===== config.mk =====
export PLATFORM = sky130hd
export DESIGN_NAME = dfx_mbist_en_ctrl
export DESIGN_NICKNAME = d
export VERILOG_FILES = /design/src/rtl/dfx_mbist_pkg.sv /design/src/rtl/dfx_sync_2ff.sv /design/src/rtl/dfx_mbist_en_ctrl.sv
export SDC_FILE = /design/constraint.sdc
export NUM_CORES = 1
export LEC_CHECK = 0
export BUFFER_PORTS_ARGS = -buffer_cell sky130_fd_sc_hd__buf_4
export CAP_MARGIN = 10
export CORE_MARGIN = 2
export CORE_UTILIZATION = 58
export CTS_CLUSTER_DIAMETER = 50
export CTS_CLUSTER_SIZE = 12
export DETAILED_ROUTE_END_ITERATION = 12
export PLACE_DENSITY = 0.85
export SYNTH_ARGS = -nofsm -noshare
export SYNTH_HDL_FRONTEND = slang
export SYNTH_SLANG_ARGS = --single-unit

===== constraint.sdc =====
create_clock -name clk -period 2.5 [get_ports clk]
set_clock_uncertainty 0.05 [all_clocks]
set_input_delay 0.125 -clock clk [delete_from_list [all_inputs] [get_ports clk]]
set_output_delay 0.125 -clock clk [all_outputs]
set_load 0.01 [all_outputs]

===== src/rtl/dfx_mbist_pkg.sv =====
// Shared types for the MBIST enable handshake: FSM state encoding and synchronizer depth.
// Pure declarations, no logic.
package dfx_mbist_pkg;

   typedef enum logic [1:0] {
      IDLE = 2'd0,
      REQ  = 2'd1,
      REL  = 2'd2
   } mbist_hs_state_t;

   localparam int MBIST_SYNC_STAGES = 2;

endpackage


===== src/rtl/dfx_sync_2ff.sv =====
// Single-bit flop-chain synchronizer for signals crossing into core_clk; latency STAGES cycles.
// No flow control; the output follows the input after the chain delay.
module dfx_sync_2ff #(
   parameter int STAGES = 2
) (
   input  logic clk,
   input  logic rst,
   input  logic d,
   output logic q
);

   logic [STAGES-1:0] sync_q;

   always_ff @(posedge clk) begin
      if (rst) begin
         sync_q <= '0;
      end else begin
         sync_q <= {sync_q[STAGES-2:0], d};
      end
   end

   assign q = sync_q[STAGES-1];

endmodule


===== src/rtl/dfx_mbist_en_ctrl.sv =====
// Initiator side of the four-phase MBIST enable handshake, with per-phase timeout and sticky results.
// All outputs are registered; start is accepted only in IDLE and never queued.
module dfx_mbist_en_ctrl
   import dfx_mbist_pkg::*;
#(
   parameter int TO_CYCLES = 8192,
   parameter int CNT_W     = $clog2(TO_CYCLES + 1)
) (
   input  logic clk,
   input  logic rst,
   input  logic start,
   input  logic ack_in,
   input  logic pass_in,
   output logic en_out,
   output logic busy,
   output logic done,
   output logic pass,
   output logic timeout
);

   localparam logic [CNT_W-1:0] CNT_MAX = CNT_W'(TO_CYCLES - 1);

   mbist_hs_state_t  state_q, state_d;
   logic [CNT_W-1:0] cnt_q, cnt_d;
   logic             ack_s, pass_s;
   logic             pass_d, timeout_d, done_d;

   dfx_sync_2ff #(.STAGES(MBIST_SYNC_STAGES)) u_sync_ack (
      .clk (clk),
      .rst (rst),
      .d   (ack_in),
      .q   (ack_s)
   );

   dfx_sync_2ff #(.STAGES(MBIST_SYNC_STAGES)) u_sync_pass (
      .clk (clk),
      .rst (rst),
      .d   (pass_in),
      .q   (pass_s)
   );

   always_comb begin
      state_d   = state_q;
      cnt_d     = (cnt_q == CNT_MAX) ? cnt_q : cnt_q + CNT_W'(1);
      pass_d    = pass;
      timeout_d = timeout;
      done_d    = 1'b0;
      case (state_q)
         IDLE: begin
            cnt_d = cnt_q;
            if (start) begin
               pass_d    = 1'b0;
               timeout_d = 1'b0;
               cnt_d     = '0;
               state_d   = REQ;
            end
         end
         REQ: begin
            // ack takes priority over a timeout expiring on the same cycle
            if (ack_s) begin
               pass_d  = pass_s;
               cnt_d   = '0;
               state_d = REL;
            end else if (cnt_q == CNT_MAX) begin
               timeout_d = 1'b1;
               cnt_d     = '0;
               state_d   = REL;
            end
         end
         REL: begin
            if (!ack_s) begin
               done_d  = 1'b1;
               state_d = IDLE;
            end else if (cnt_q == CNT_MAX && !timeout) begin
               timeout_d = 1'b1;
               done_d    = 1'b1;
               state_d   = IDLE;
            end
         end
         default: begin
            state_d = IDLE;
         end
      endcase
   end

   always_ff @(posedge clk) begin
      if (rst) begin
         state_q <= IDLE;
         cnt_q   <= '0;
         en_out  <= 1'b0;
         busy    <= 1'b0;
         done    <= 1'b0;
         pass    <= 1'b0;
         timeout <= 1'b0;
      end else begin
         state_q <= state_d;
         cnt_q   <= cnt_d;
         en_out  <= (state_d == REQ);
         busy    <= (state_d != IDLE);
         done    <= done_d;
         pass    <= pass_d;
         timeout <= timeout_d;
      end
   end

endmodule


==> reports/results.tsv <==
stage	metric	value	unit
run_status	status	finished clean	
setup_path	critical_path.max_stage_delay	660	ps
global_routing	grt_use_total	0.247	
sta	finalCritPeriodShare	0.917	
yosys	syn_inst	164	
floorplanning	ios	10	
power_and_ir_drop	power.density	485	nW/um2
yosys	ys.flop_type	dfxtp_1	
clock_tree	h-tree-depth	1	
clock_tree	cts_buffer_depth	2	
route	post_drt_via_cell_ratio	6.06	
clock_tree	cts-root-buf	clkbuf_4	
sta	setup-violations-final	0	
yosys	syn_area	1350	um2
flow_run	max-cap-violations	0	
power_and_ir_drop	power	726	uW
setup_path	crit_fanout	12	
setup_path	cp_slowest_cell	or4_4	
route	wirelength	2790	um
worst_hold_path	hp-class	in -> reg	
clock_tree	cts_sinks	25	
power_and_ir_drop	ir_drop	0.000327	V
floorplanning	start_util	0.611	
floorplanning	rows	17	
placement	hpwl	2000	um
yosys	synth_edf_count	0	
setup_path	crit_path_end_kind	flop	
setup_path	required	2650	ps
route	ant_nets	0	
global_routing	grt_max_degree	19	
yosys	synth_warnings	0	
sta	max_slew.worst_pin.slew	523	ps
sta	hold_viol	0	
global_routing	gr-usage-met1	0.315	
yosys	synth_cell_type_count	41	
sta	maxSlewHeadroom	0.651	
floorplanning	dieWidth	52.3	um
global_routing	met3_usage	0.0400	
setup_path	critical_path.cell_chain	ha_1 > nand4_4 > or4_4 > a21o_1 > nand2_1 > nor3_1	
sta	post-route-min-period	2290	ps
sta	rsz0062_at_grt	no	
setup_path	worstPathArrival	2440	ps
route	drt_iter0_markers	27	
clock_tree	postCtsSetupRepairBufs	0	
setup_path	start_kind	flop	
clock_tree	clk_latency	310	ps
global_routing	top_usage_layer	met2	
global_routing	grt_pass1_wl	5140	um
sta	tns	0	ps
placement	place_congestion	0.899	
placement	portBuffers	9	
sta	fmax	436	MHz
yosys	yosysTopAreaCell	dfxtp_1	
global_routing	grt_pass1_vias	1210	
clock_tree	cts_buffers	3	
route	num_vias	1224	
yosys	synth.area.top_cells	dfxtp_1, ha_1, nor2_1, a21oi_1, nand3_1	
route	wire_per_inst	13.8	um
yosys	synth_top_area_frac	0.370	
floorplanning	die_y	52.3	um
cells_and_area	fillCellCount	203	
cells_and_area	drive_gt1_frac	0.115	
floorplanning	die_area	2730	um2
yosys	synth-seq-cells	25	
route	dr.pass1.iters	4	
yosys	synthArstFlopShare	0	
setup_path	crit_type	reg -> reg	
cells_and_area	final_nets	186	
clock_tree	cts.clk_slew.worst_paths	130	ps
setup_path	r2r_slack	210	ps
cells_and_area	finish.utilization	0.676	
yosys	syn_area_per_cell	8.24	um2
power_and_ir_drop	leakage	0.564	nW
cells_and_area	antenna_cells	0	
global_routing	antenna_found_initial	0	
route	drc	0	
sta	slew_viol_final	0	
yosys	ys_seq_area_frac	0.370	
cells_and_area	syn2layout_area_growth	10.7	%
yosys	syn_nets	175	
global_routing	met2_usage	0.405	
clock_tree	cts_tree	done	
floorplanning	core_area	2210	um2
global_routing	grt_overflow_total	0	
-- power breakdown --
group | switching [mW] | internal, mW
logic | 0.0711 | 0.0516
clock network | 0.117 | 0.0623
registers | 0.0115 | 0.412
total | 0.199 | 0.526
-- timing repair --
action | in CTS | in global routing
gates resized for setup | 0 | 0
hold buffers | 5 | 0
endpoints found under the hold margin | 5 | 0
-- final cells by class --
type	instances	area, um2	area share
timing repair buffer	16	133	0.0886
tap	28	35.0	0.0234
clock buffer	4	26.3	0.0176
multi-input combinational	122	776	0.518
sequential	25	500	0.334
inverter	7	26.3	0.0176
-- Yosys cell counts, types with 2 or more instances --
library cell  count
xnor2_1           3
xor2_1            6
nand3_1          11
a21oi_1          11
o21a_1            2
and3_1            3
nor2_1           20
o21ai_1           2
a31oi_1           2
nor3_1            8
nor2b_1           6
clkbuf_1          7
inv_1             7
nor4_1            3
nand4_1           6
dfxtp_1          25
nand2_1          10
o21ai_0           4
ha_1              6
-- critical path: cells and delay by family, from the launching register on --
kind | cells | cell delay (ps)
and+or+nand+nor | 4 | 1230
DFF | 1 | 400
adders and majority gates | 1 | 280
AOI/OAI and AO/OA | 1 | 210
-- path summary, 6_finish.rpt --
| kind | from | end | cells past startpoint |
|---|---|---|---|
| max | cnt_q[0] | cnt_q[4] | 6 |
| min | start | pass | 3 |
| max reg2reg | cnt_q[0] | cnt_q[4] | 6 |
| min reg2reg | u_sync_ack.sync_q[0] | u_sync_ack.sync_q[1] | 1 |
-- through the flow --
stage                     hold WS, ps  instance area (um2)  setup WS [ps]  instances
after floorplan                   203                 1350            583        164
after global routing             84.6                 1500           42.4        202
after detailed placement          296                 1420            231        193
after CTS                        81.0                 1500            210        202
after global placement            287                 1420            327        193
final                            84.6                 1500            208        202
-- cell families (layout without fill, tap and decap cells) --
kind of cell               Yosys count  after routing  synth area share
DFF                                 25             25             0.370
adders and majority gates            6              6            0.0556
and+or+nand+nor                     75             75             0.298
AOI/OAI and AO/OA                   32             32             0.162
buffers and inverters               17             27            0.0556
xor gates and xnor gates             9              9            0.0583
-- per-layer routing --
layer | share of wire | wire, um
met5 | 0 | 0
met4 | 0.023 | 63
met3 | 0.046 | 127
met2 | 0.49 | 1370
met1 | 0.44 | 1230
-- sequential cells by signal, indices dropped and copies added (netlist names) --
register and count:
busy 1, state_q 2, done 1, u_sync_ack.sync_q 2, u_sync_pass.sync_q 2, cnt_q 14
timeout 1, en_out 1, pass 1
-- cell usage in the layout (no fill, tap or decap), drive strengths merged, types with 6 or more instances in the layout --
master / synthesis / final
a21oi: 11 / 11
buf: 3 / 11
dfxtp: 25 / 25
ha: 6 / 6
inv: 7 / 7
nand2: 10 / 10
nand3: 11 / 11
nand4: 7 / 7
nor2: 20 / 20
nor2b: 6 / 6
nor3: 8 / 8
o21ai: 6 / 6
xor2: 6 / 6
Note: power is estimated with default switching activity, not from simulation.
